--- src/rtl/arb_mon_pkg.sv ---
// Shared constants and helpers for the arbiter protocol monitor.
package arb_mon_pkg;

  localparam int unsigned ERR_ONEHOT = 0;
  localparam int unsigned ERR_UNREQ  = 1;
  localparam int unsigned ERR_ID     = 2;
  localparam int unsigned ERR_PRE    = 3;
  localparam int unsigned ERR_ORDER  = 4;
  localparam int unsigned ERR_STARVE = 5;
  localparam int unsigned ERR_W      = 6;

  localparam int unsigned MODE_PRIORITY = 0;
  localparam int unsigned MODE_RR       = 1;

  // Ceiling log2; constant-evaluable so it can size ports and counters.
  function automatic int unsigned clog2(input int unsigned value);
    int unsigned res;
    res = 0;
    for (int unsigned i = 0; i < 32; i++) begin
      if ((64'd1 << i) < 64'(value)) res = i + 1;
    end
    return res;
  endfunction

endpackage

--- src/rtl/arb_mon_starve.sv ---
// Per-requester wait counters; flags requesters that reach STARVE_MAX cycles ungranted.
module arb_mon_starve
  import arb_mon_pkg::*;
#(
  parameter int unsigned WIDTH      = 32,
  parameter int unsigned STARVE_MAX = 64
) (
  input  logic             clk,
  input  logic             rst_n,
  input  logic [WIDTH-1:0] req,
  input  logic [WIDTH-1:0] grt,
  output logic [WIDTH-1:0] starving,
  output logic [WIDTH-1:0] rise_c
);

  localparam int unsigned   CW      = clog2(STARVE_MAX + 1);
  localparam logic [CW-1:0] CNT_MAX = CW'(STARVE_MAX);

  logic [CW-1:0]    cnt_q [WIDTH];
  logic [CW-1:0]    cnt_d [WIDTH];
  logic [WIDTH-1:0] starving_d;

  // Counters restart whenever the requester drops or is served.
  always_comb begin
    for (int i = 0; i < WIDTH; i++) begin
      cnt_d[i] = cnt_q[i];
      if (!req[i] || grt[i]) begin
        cnt_d[i] = '0;
      end else if (cnt_q[i] != CNT_MAX) begin
        cnt_d[i] = cnt_q[i] + CW'(1);
      end
      starving_d[i] = (cnt_d[i] == CNT_MAX);
    end
  end

  assign rise_c = starving_d & ~starving;

  always_ff @(posedge clk or negedge rst_n) begin
    if (!rst_n) begin
      for (int i = 0; i < WIDTH; i++) cnt_q[i] <= '0;
      starving <= '0;
    end else begin
      for (int i = 0; i < WIDTH; i++) cnt_q[i] <= cnt_d[i];
      starving <= starving_d;
    end
  end

endmodule

--- src/rtl/arb_protocol_monitor.sv ---
// Passive checker for priority / round-robin arbiters with look-ahead grant buses.
module arb_protocol_monitor
  import arb_mon_pkg::*;
#(
  parameter int unsigned WIDTH      = 32,
  parameter int unsigned BITW       = clog2(WIDTH),
  parameter int unsigned MODE       = MODE_PRIORITY,
  parameter int unsigned STARVE_MAX = 64,
  parameter int unsigned CNT_W      = 16
) (
  input  logic             clk,
  input  logic             rst_n,
  input  logic [WIDTH-1:0] req,
  input  logic [WIDTH-1:0] grt,
  input  logic [BITW:0]    id,
  input  logic [WIDTH-1:0] pre_grt,
  input  logic [BITW:0]    pre_id,
  input  logic             clr,
  output logic [ERR_W-1:0] err_pulse,
  output logic [ERR_W-1:0] err_sticky,
  output logic [CNT_W-1:0] err_cnt,
  output logic [WIDTH-1:0] starving
);

  localparam int unsigned IDW = BITW + 1;

  logic [WIDTH-1:0] req_d;
  logic [WIDTH-1:0] grt_d;
  logic [WIDTH-1:0] pre_grt_d;
  logic [IDW-1:0]   pre_id_d;
  logic             rst_n_d;
  logic [BITW-1:0]  last_idx;

  logic             multi_c;
  logic             onehot_c;
  logic             new_grant_c;
  logic [BITW-1:0]  grt_idx_c;
  logic [BITW-1:0]  exp_idx_c;
  logic [ERR_W-1:0] err_c;
  logic [WIDTH-1:0] starve_rise_c;

  function automatic logic [BITW-1:0] lowest_idx(input logic [WIDTH-1:0] vec);
    logic [BITW-1:0] idx;
    idx = '0;
    for (int i = WIDTH - 1; i >= 0; i--) begin
      if (vec[i]) idx = BITW'(i);
    end
    return idx;
  endfunction

  // First set bit at or after last+1, wrapping; scanned far-to-near so the nearest wins.
  function automatic logic [BITW-1:0] cyclic_first(input logic [WIDTH-1:0] vec,
                                                   input logic [BITW-1:0]  last);
    logic [BITW-1:0] idx;
    int unsigned     pos;
    idx = last;
    for (int k = WIDTH; k >= 1; k--) begin
      pos = 32'(last) + 32'(k);
      if (pos >= WIDTH) pos = pos - WIDTH;
      if (vec[pos]) idx = BITW'(pos);
    end
    return idx;
  endfunction

  always_comb begin
    multi_c     = |(grt & (grt - WIDTH'(1)));
    onehot_c    = (grt != '0) && !multi_c;
    grt_idx_c   = lowest_idx(grt);
    new_grant_c = onehot_c && (grt != grt_d) && (req_d != '0);
    exp_idx_c   = (MODE == MODE_RR) ? cyclic_first(req_d, last_idx) : lowest_idx(req_d);
  end

  always_comb begin
    err_c             = '0;
    err_c[ERR_ONEHOT] = multi_c;
    err_c[ERR_UNREQ]  = |(grt & ~req & ~req_d);
    err_c[ERR_ID]     = onehot_c && (id != IDW'(grt_idx_c));
    err_c[ERR_PRE]    = rst_n_d && ((grt !== pre_grt_d) || (id !== pre_id_d));
    err_c[ERR_ORDER]  = new_grant_c && (grt_idx_c != exp_idx_c);
    err_c[ERR_STARVE] = |starve_rise_c;
  end

  if (STARVE_MAX > 0) begin : g_starve
    arb_mon_starve #(
      .WIDTH      (WIDTH),
      .STARVE_MAX (STARVE_MAX)
    ) u_starve (
      .clk      (clk),
      .rst_n    (rst_n),
      .req      (req),
      .grt      (grt),
      .starving (starving),
      .rise_c   (starve_rise_c)
    );
  end else begin : g_no_starve
    assign starving      = '0;
    assign starve_rise_c = '0;
  end

  // One-cycle history of the monitored buses.
  always_ff @(posedge clk or negedge rst_n) begin
    if (!rst_n) begin
      req_d     <= '0;
      grt_d     <= '0;
      pre_grt_d <= '0;
      pre_id_d  <= '0;
      rst_n_d   <= 1'b0;
      last_idx  <= '0;
    end else begin
      req_d     <= req;
      grt_d     <= grt;
      pre_grt_d <= pre_grt;
      pre_id_d  <= pre_id;
      rst_n_d   <= 1'b1;
      if (new_grant_c) last_idx <= grt_idx_c;
    end
  end

  // A clear never hides an error raised on the same edge.
  always_ff @(posedge clk or negedge rst_n) begin
    if (!rst_n) begin
      err_pulse  <= '0;
      err_sticky <= '0;
      err_cnt    <= '0;
    end else begin
      err_pulse <= err_c;
      if (clr) begin
        err_sticky <= err_c;
        err_cnt    <= {{(CNT_W - 1){1'b0}}, |err_c};
      end else begin
        err_sticky <= err_sticky | err_c;
        if ((err_c != '0) && (err_cnt != '1)) err_cnt <= err_cnt + CNT_W'(1);
      end
    end
  end

endmodule

--- config.mk ---
export PLATFORM = sky130hd
export DESIGN_NAME = arb_protocol_monitor
export DESIGN_NICKNAME = d
export VERILOG_FILES = /design/src/rtl/arb_mon_pkg.sv /design/src/rtl/arb_mon_starve.sv /design/src/rtl/arb_protocol_monitor.sv
export SDC_FILE = /design/constraint.sdc
export NUM_CORES = 1
export LEC_CHECK = 0
export ABC_AREA = 0
export CORE_ASPECT_RATIO = 1.1
export CORE_UTILIZATION = 53
export CTS_CLUSTER_SIZE = 10
export DETAILED_ROUTE_END_ITERATION = 6
export GPL_TIMING_DRIVEN = 0
export PLACE_DENSITY = 0.78
export SKIP_LAST_GASP = 1
export SYNTH_ARGS = -nofsm -noshare
export SYNTH_HDL_FRONTEND = slang
export SYNTH_HIERARCHICAL = 1
export SYNTH_SLANG_ARGS = --single-unit
--- constraint.sdc ---
create_clock -name clk -period 3.45 [get_ports clk]
set_input_delay 0.69 -clock clk [delete_from_list [all_inputs] [get_ports clk]]
set_output_delay 0.69 -clock clk [all_outputs]
set_load 0.02 [all_outputs]
==> run_results.csv, run 1 <==
group,metric,value,unit
sta,setup_viol,16,
cts,cts_tree,"done",
setup_path,crit_chain,"clkdlybuf4s50_1, nand2b_4, nor2_1, and3_1, o2111a_1, nor3b_2, nor4_4, nand4_1, nor2_1, inv_2, nor4b_4, o221a_4, buf_12, nor4_2, mux2_4",
placed_design,place_area,23280,um^2
sta,fmax,269.0,MHz
drt,wl_per_cell,18.13,um
global_route,grt.total_usage,26.53,%
synthesis,synth_top_area_cell,"dfrtp_1",
cells_and_area,fin_util,66.24,%
pwr,powerDensity,394.1,nW/um^2
cts,clkLatencyLatePin,0.57,ns
sta,min_period,3.718,ns
drt,wirelength,52640,um
drt,drtAntennaViolNets,0,
die,core,38470,um^2
cts,h-tree-depth,2,
drt,firstDrtPassIters,6,
setup_path,cp-end-kind,"register",
job,maxCapViolations,0,
pwr,p_sw_share,24.14,%
placed_design,place.gp.congestion,0.9238,
cts,numCtsBuffers,46,
synthesis,async_flop_share,100.0,%
global_route,grt_pass1_wl,85650,um
setup_path,cp-start-kind,"input pin",
pwr,vdd_ir_drop_max,0.0003854,V
synthesis,synth_edf_count,0,
sta,hold_viol_final,0,
sta,slew_headroom,54.28,%
synthesis,ys_ff_latch,387,
sta,setup_ws,-0.2677,ns
pwr,cellLeakagePower,10.60,nW
global_route,overflow,0,
global_route,grt_max_degree,128,
synthesis,ys_types,91,
setup_path,critPathTopFamily,"simple AND/OR/NAND/NOR gates",
pwr,seq_power_share,47.3,%
cells_and_area,drive_gt1_share,10.82,%
worst_hold_path,hp-class,"reg -> reg",
drt,vias_per_cell,5.930,
status,status,"finished, violations left",
cts,cts-root-buf,"clkbuf_16",
global_route,antenna_found_initial,2,
setup_path,path_buf_inv,3,
sta,finalSetupTns,-3.470,ns
cells_and_area,stdcell_area,25490,um^2
synthesis,syn-num-nets,2294,
synthesis,synth_top_area_share,46.40,%
cells_and_area,final_nets,2563,
sta,worst_slew_pin_slew,0.6795,ns
pwr,clkPwrFrac,43.6,%
setup_path,crit_top_cell,"nor2_1",
setup_path,crit_slowest_cell,"clkdlybuf4s50_1",
drt,drcViolationCount,0,
die,die_height,210.1,um
drt,drt_iter0_drc,1039,
setup_path,crit_fanout,8,
synthesis,synth_cells,2118,
cts,cts.sinks,387,
sta,rsz0062_at_grt,"yes",
pwr,intPower,0.007620,W
synthesis,synth_area,20870,um^2
synthesis,synth.area.top_cells,"dfrtp_1, xnor2_1, xor2_1",
synthesis,ys.flop_type,"dfrtp_1",
synthesis,yosysWarnings,6,
status,violations,"negative setup slack",
setup_path,worstSetupPathType,"in -> reg",
synthesis,avgSynthCellArea,9.855,um^2
sta,worst_clock_skew,0.01288,ns
pwr,combPwrFrac,9.1,%
pwr,p_sw,0.002425,W
die,die_area,40180,um^2
placed_design,dpl.hpwl,37320,um
die,die_x,191.2,um
cells_and_area,area_growth,22.11,%
pwr,total_power,0.01005,W
placed_design,io_buffers,169,
cts,clk_pin_slew,0.05,ns
cells_and_area,antenna_cells,0,
sta,slew_viol_final,0,
sta,fin_crit_sh,107.8,%
synthesis,yosysSeqAreaShare,46.40,%
synthesis,yosys.cell_count.top_type,"dfrtp_1",
die,start_util,54.25,%
global_route,grt_pass1_vias,17020,
setup_path,cp.arrival,4.17,ns
die,rows,75,
sta,hold_slack,0.4762,ns
synthesis,synthTopCellsByCount,"dfrtp_1, nor2_1, xnor2_1",
cts,cts_buffer_depth,3,
setup_path,worstPathRequired,3.90,ns
drt,vias,17220,
die,ios,171,
setup_path,cpPeakStageDelay,0.57,ns
==> stage by stage <==
| stage | worst slack (ns) | std cells |
|---|---|---|
| 2_1_floorplan | 0.1064 | 2118 |
| 5_1_grt | -0.3345 | 2904 |
| 3_3_place_gp | -15.05 | 2787 |
| 3_5_place_dp | -1.500 | 2790 |
| 6_report | -0.2677 | 2904 |
| 4_1_cts | -0.1660 | 2890 |
==> cells in the final DEF, fill, tap and decap left out, drive strengths merged, types with 28 or more instances in the layout <==
cell type and count:
ha 65, inv 94, xnor2 127, mux2i 29, a21oi 54, nor2 251
dfrtp 387, o21ai 41, clkdlybuf4s50 168, buf 86, and3 40, clkbuf 110
xor2 120, or3 37, o211ai 28, nor3 110, nand4 28, nor4 83
nand2b 39, nand2 98, nand3 109
==> per-layer routing <==
layer / vias up / routed length, um / GRT usage (%)
li1: 8075 / - / -
met1: 8441 / 21730 / 33.81
met2: 572 / 26150 / 45.40
met3: 130 / 3022 / 4.346
met4: 4 / 1712 / 9.496
met5: - / 25 / 0
==> worst paths after layout <==
path	startpoint	end	slack (ns)	depth (start not counted)
worst max-delay path	grt[11]	err_cnt[6]	-0.27	15
worst min-delay path	err_sticky[0]	err_sticky[0]	0.48	1
worst max register to register	g_starve.u_starve/cnt_q[115]	err_cnt[6]	-0.23	14
worst min register to register	err_sticky[0]	err_sticky[0]	0.48	1
max in group asynchronous	rst_n	g_starve.u_starve/cnt_q[182]	1.38	4
min in group asynchronous	rst_n	err_cnt[11]	0.56	2
==> cell families after synthesis <==
group / Yosys count / share of synthesized area [%]
simple gates: 932 / 24.72
buf+inv: 175 / 3.543
other cells: 1 / 0.01797
flops: 387 / 46.40
mux: 36 / 1.840
fa+ha+maj: 66 / 3.944
xor+xnor: 247 / 10.36
compound gates: 274 / 9.178
==> sequential cells by signal (all words and copies together) (netlist names) <==
signal	flops
g_starve.u_starve/cnt_q	224
g_starve.u_starve/starving	32
grt_d	32
pre_grt_d	32
req_d	32
err_cnt	16
err_pulse	6
err_sticky	6
pre_id_d	6
rst_n_d	1
==> what timing repair did <==
item,4_1_cts,5_1_grt
pin swaps,20,26
hold endpoints to repair,23,0
resized for setup,68,43
setup endpoints to repair,17,16
buffers inserted,36,17
hold buffers,1,0
==> power by group through the flow <==
| stage | clock network (W) | logic, W | registers [W] |
|---|---|---|---|
| after floorplan | 0 | 0.000435 | 0.00481 |
| after global placement | 0 | 0.000830 | 0.00483 |
| after detailed placement | 0 | 0.000863 | 0.00483 |
| after CTS | 0.00448 | 0.000898 | 0.00475 |
| after global routing | 0.00466 | 0.00101 | 0.00476 |
| final | 0.00438 | 0.000916 | 0.00475 |
==> layout make-up <==
cell class	instances	area, um^2
Sequential cell	387	9699
Fill cell	2978	12990
Multi-Input combinational cell	1556	10920
Clock inverter	2	10.01
Buffer	76	376.6
Clock buffer	63	1309
Tap cell	500	625.6
Inverter	94	357.8
Timing Repair Buffer	226	2191
(Power assumes the default switching activity.)
==> inputs of run 2 (changes only) <==
==> constraint.sdc (replaced) <==
create_clock -name clk -period 3.45 [get_ports clk]
set_input_delay 0.69 -clock clk [delete_from_list [all_inputs] [get_ports clk]]
set_output_delay 0.69 -clock clk [all_outputs]
set_load 0.005 [all_outputs]
==> results of run 2 <==
Same layout as run 1 (identical final DEF). Status: finished, violations left: negative setup slack.
Main changes from that run: total power 0.01005 W -> 0.01004 W
